### config.mk
export PLATFORM = sky130hd
export DESIGN_NAME = if_id_buf
export DESIGN_NICKNAME = d
export VERILOG_FILES = /design/src/rtl/if_id_buf.sv
export SDC_FILE = /design/constraint.sdc
export NUM_CORES = 1
export LEC_CHECK = 0
export CAP_MARGIN = 20
export CORE_MARGIN = 4
export CORE_UTILIZATION = 25
export DETAILED_ROUTE_END_ITERATION = 16
export GPL_TIMING_DRIVEN = 0
export SYNTH_ARGS = -nofsm -noshare
export SYNTH_HDL_FRONTEND = slang
export SYNTH_SLANG_ARGS = --single-unit
### constraint.sdc
create_clock -name clk -period 5.6 [get_ports clk]
set_clock_uncertainty 0.1 [all_clocks]
set_input_delay 1.12 -clock clk [delete_from_list [all_inputs] [get_ports clk]]
set_output_delay 1.12 -clock clk [all_outputs]
set_load 0.01 [all_outputs]
### src/rtl/if_id_buf.sv
// Fetch-to-decode skid buffer: show-ahead circular FIFO of {pc, inst} entries.
// Latency: one cycle from an accepted push to the head when empty; there is no bypass path.
// Backpressure: ready_o comes from registered occupancy only; a full buffer refuses pushes even when a pop is pending.

`ifndef PORT_ADDR_WIDTH
`define PORT_ADDR_WIDTH 32
`endif
`ifndef PORT_WORD_WIDTH
`define PORT_WORD_WIDTH 32
`endif

module if_id_buf #(
    parameter int                          DEPTH    = 2,
    parameter logic [`PORT_WORD_WIDTH-1:0] NOP_INST = 32'h0000_0013
) (
    input  logic                         clk,
    input  logic                         rst_n,
    input  logic [`PORT_ADDR_WIDTH-1:0]  if_id_buf_pc_i,
    input  logic [`PORT_WORD_WIDTH-1:0]  if_id_buf_inst_i,
    input  logic                         if_id_buf_valid_i,
    output logic                         if_id_buf_ready_o,
    output logic [`PORT_ADDR_WIDTH-1:0]  if_id_buf_pc_o,
    output logic [`PORT_WORD_WIDTH-1:0]  if_id_buf_inst_o,
    output logic                         if_id_buf_valid_o,
    input  logic                         if_id_buf_ready_i,
    input  logic                         if_id_buf_pipeline_flush_flag,
    output logic [$clog2(DEPTH):0]       if_id_buf_count_o
);

    localparam int               PTR_W    = $clog2(DEPTH);
    localparam logic [PTR_W:0]   FULL_CNT = (PTR_W + 1)'(DEPTH);

    typedef struct packed {
        logic [`PORT_ADDR_WIDTH-1:0] pc;
        logic [`PORT_WORD_WIDTH-1:0] inst;
    } entry_t;

    entry_t           mem [DEPTH];
    logic [PTR_W-1:0] wr_ptr;
    logic [PTR_W-1:0] rd_ptr;
    logic [PTR_W:0]   count;
    logic             push;
    logic             pop;
    entry_t           head;

    assign if_id_buf_ready_o = (count < FULL_CNT);
    assign if_id_buf_valid_o = (count != '0);
    assign if_id_buf_count_o = count;

    assign push = if_id_buf_valid_i && if_id_buf_ready_o;
    assign pop  = if_id_buf_valid_o && if_id_buf_ready_i;

    // Storage is never reset; valid_o gates what decode can observe.
    always_ff @(posedge clk) begin
        if (push && !if_id_buf_pipeline_flush_flag) begin
            mem[wr_ptr] <= '{pc: if_id_buf_pc_i, inst: if_id_buf_inst_i};
        end
    end

    // DEPTH is a power of two, so pointer increment wraps DEPTH-1 -> 0 naturally.
    always_ff @(posedge clk or negedge rst_n) begin
        if (!rst_n) begin
            wr_ptr <= '0;
            rd_ptr <= '0;
            count  <= '0;
        end else if (if_id_buf_pipeline_flush_flag) begin
            wr_ptr <= '0;
            rd_ptr <= '0;
            count  <= '0;
        end else begin
            if (push) begin
                wr_ptr <= wr_ptr + PTR_W'(1);
            end
            if (pop) begin
                rd_ptr <= rd_ptr + PTR_W'(1);
            end
            case ({push, pop})
                2'b10:   count <= count + (PTR_W + 1)'(1);
                2'b01:   count <= count - (PTR_W + 1)'(1);
                default: count <= count;
            endcase
        end
    end

    always_comb begin
        head             = mem[rd_ptr];
        if_id_buf_pc_o   = '0;
        if_id_buf_inst_o = NOP_INST;
        if (if_id_buf_valid_o) begin
            if_id_buf_pc_o   = head.pc;
            if_id_buf_inst_o = head.inst;
        end
    end

endmodule

==> summary.txt <==
Starting density of the core: 25.71%
Iteration count of the initial detailed-routing pass: 6
Worst path required time: 4.38 ns
FF+latch count, synth: 132
Share of the synthesized area in the top cell type: 76.06%
Clock Tree Root: clkbuf_16
Critical Path Source: if_id_buf_count_o[1]$_DFFE_PN0P_
Clock Latency Late Sink: 0.40 ns
Clk buf depth: 2
Least-Margin Pin Slew: 0.6281 ns
Layout Nets: 524
Final wirelength: 11450 µm
Comb power frac: 11.5%
H-Tree Depth: 4
Seq pwr share: 46.0%
Startpoint Class: flip-flop
Placed Instance Area: 6952 µm²
Clk pwr share: 42.5%
CP Capture Point: if_id_buf_pc_o[11]
Pint: 1.935 mW
Period minus WS final: 3.476 ns
Post-CTS Setup Inserts: 0
Final Hold Fails: 0
Diode count: 0
Clock sinks: 132
Relative slew slack: 57.99%
R2R Path Start: if_id_buf_count_o[1]$_DFFE_PN0P_
Worst vdd ir: 187.3 µV
Sw Pwr: 0.5444 mW
Sum of negative setup slack: 0 ns
Mapped Area: 5054 µm²
Remaining global-route overflow: 0
Row Count: 51
Initial antenna violation count: 0
Mean routed wirelength per cell: 15.62 µm
Max cap viols: 0
Via count: 2951
Net Sw Frac: 21.96%
Area grow syn2layout: 48.72%
Yosys top cell by area: edfxtp_1
GPL Wtd Cong: 0.6709
Slew Limit Fails: 0
CP Capture Type: output pin
Syn. warnings: 0
Share of post-route cells with drive strength above 1: 12.39%
RSZ-0062 raised after global routing: no
Crit Path Class: flip-flop to output pin
Status: finished, final reports clean
Reg-to-reg endpoint: mem[1][2]$_DFFE_PP_
PwrDens: 329.9 nW/µm²
Fill cells: 1877
Chip height: 150.2 µm
Leak: 2.489 nW
Maximum clock frequency: 287.7 MHz
Reg2reg setup slack: 3.39 ns
Cts-stage hold buffer count: 0
Clk slew on worst S/H paths: 0.06 ns
Fin crit share: 62.07%
PostCTS Resize Cnt: 0
Buffers on Ports: 136
Antenna viol nets, final: 0
Dpl hpwl: 8206 µm
Syn Nets: 361
Largest cells by area after synthesis: edfxtp_1, mux2i_1, nor2_1
Arr. time, crit path: 2.26 ns
Min-delay worst type: flip-flop to flip-flop
First-pass GRT wire length: 17510 µm
Via density: 4.026
Avg Cell Area, Syn: 17.31 µm²
IO Pins: 137
R2r worst-path depth: 5
CTS buffer count: 17
Area of the core: 19650 µm²
Chip Width: 150.2 µm
Die area: 22550 µm²
CTS tree: done
Final instance area: 7516 µm²
Sequential cell area fraction in the yosys report: 78.04%
Final setup vio count: 0
Synth cell types: 22
Total GRT Usage: 10.38%
Largest net degree at the start of global routing: 20
Crit path max fanout: 10
Starting DRT DRC Count: 70
Vias in the first global route: 3235
Gate Count Post-Synth: 292
DRC viols: 0
stage by stage:
stage	total power [mW]	cells	setup slack (ns)	hold WS, ns	util, %
4_1_cts	2.530	733	1.991	0.5308	38.24
3_5_place_dp	1.452	701	2.214	0.5124	35.37
6_report	2.480	733	2.124	0.5265	38.24
3_3_place_gp	1.433	693	-0.9311	0.4534	34.38
2_1_floorplan	1.280	292	1.315	0.4359	-
5_1_grt	2.591	733	1.942	0.5657	38.24
cell type report:
class                      instances  area [µm²]  area share (%)
tap                              265       331.6           4.412
clock inverter                    15       138.9           1.848
sequential                       132        3944           52.47
inverter                           2       7.507         0.09988
timing repair buffer             144        1544           20.54
clock buffer                      17       425.4           5.660
buffer                            13       98.84           1.315
multi-input combinational        145        1026           13.65
synth_stat cells:
cell type	n
inv_1	2
buf_2	7
buf_4	1
nor2_1	63
o21ai_1	1
mux2_4	1
buf_6	5
dfrtp_1	4
nor3b_1	1
nor2b_1	1
mux2i_1	64
a21oi_1	1
nand2_1	4
nor2_2	1
xor2_1	2
a21oi_2	1
nor3_1	1
nand2b_1	1
o21ai_0	1
nand2b_4	1
edfxtp_1	128
and2b_4	1
metal layers:
| layer | up-vias | GRT usage (%) | wire [µm] |
|---|---|---|---|
| li1 | 1412 | - | - |
| met1 | 1460 | 11.20 | 4486 |
| met2 | 74 | 18.77 | 6267 |
| met3 | 5 | 3.131 | 550 |
| met4 | 0 | 4.529 | 140 |
| met5 | - | 0 | 0 |
kinds of logic after synthesis:
group / synth area share [%]
mux: 12.97
buf+inv: 2.104
xor+xnor: 0.3467
simple gates: 6.066
compound gates: 0.4702
flops: 78.04
worst min path at each step:
stage	slack (ns)	start	end	depth (start not counted)
finish	0.53	wr_ptr$_DFFE_PN0P_	wr_ptr$_DFFE_PN0P_	2
detailed placement	0.51	wr_ptr$_DFFE_PN0P_	wr_ptr$_DFFE_PN0P_	2
floorplan	0.44	wr_ptr$_DFFE_PN0P_	wr_ptr$_DFFE_PN0P_	2
CTS	0.53	wr_ptr$_DFFE_PN0P_	wr_ptr$_DFFE_PN0P_	2
global placement	0.45	wr_ptr$_DFFE_PN0P_	wr_ptr$_DFFE_PN0P_	2
global route	0.57	wr_ptr$_DFFE_PN0P_	wr_ptr$_DFFE_PN0P_	2
cells in the final DEF (no fill, tap or decap), types with 3 or more instances in the layout:
master,synthesis,routed
dfrtp_1,4,4
buf_8,0,3
nand2_1,4,4
edfxtp_1,128,128
mux2i_1,64,64
clkbuf_16,0,17
clkinv_2,0,6
buf_6,5,5
buf_16,0,5
buf_2,7,7
clkdlybuf4s50_1,0,136
nor2_1,63,63
power by group through the flow:
stage / sequential (mW) / combinational [mW] / clock, mW
floorplan: 1.16 / 0.119 / 0
finish: 1.14 / 0.285 / 1.05
global route: 1.14 / 0.307 / 1.14
CTS: 1.14 / 0.293 / 1.10
global placement: 1.16 / 0.269 / 0
detailed placement: 1.16 / 0.291 / 0
critical path, stage by stage, from the launching register on:
cell and delay, ns:
dfrtp_1 0.46, nor2_2 0.46, buf_2 0.33, nor2_1 0.08, clkdlybuf4s50_1 0.52
flip-flops by register name, indices dropped and copies added (netlist names):
name               flops
rd_ptr                 1
mem                  128
if_id_buf_count_o      2
wr_ptr                 1
Power figures use the tool's default switching activity.
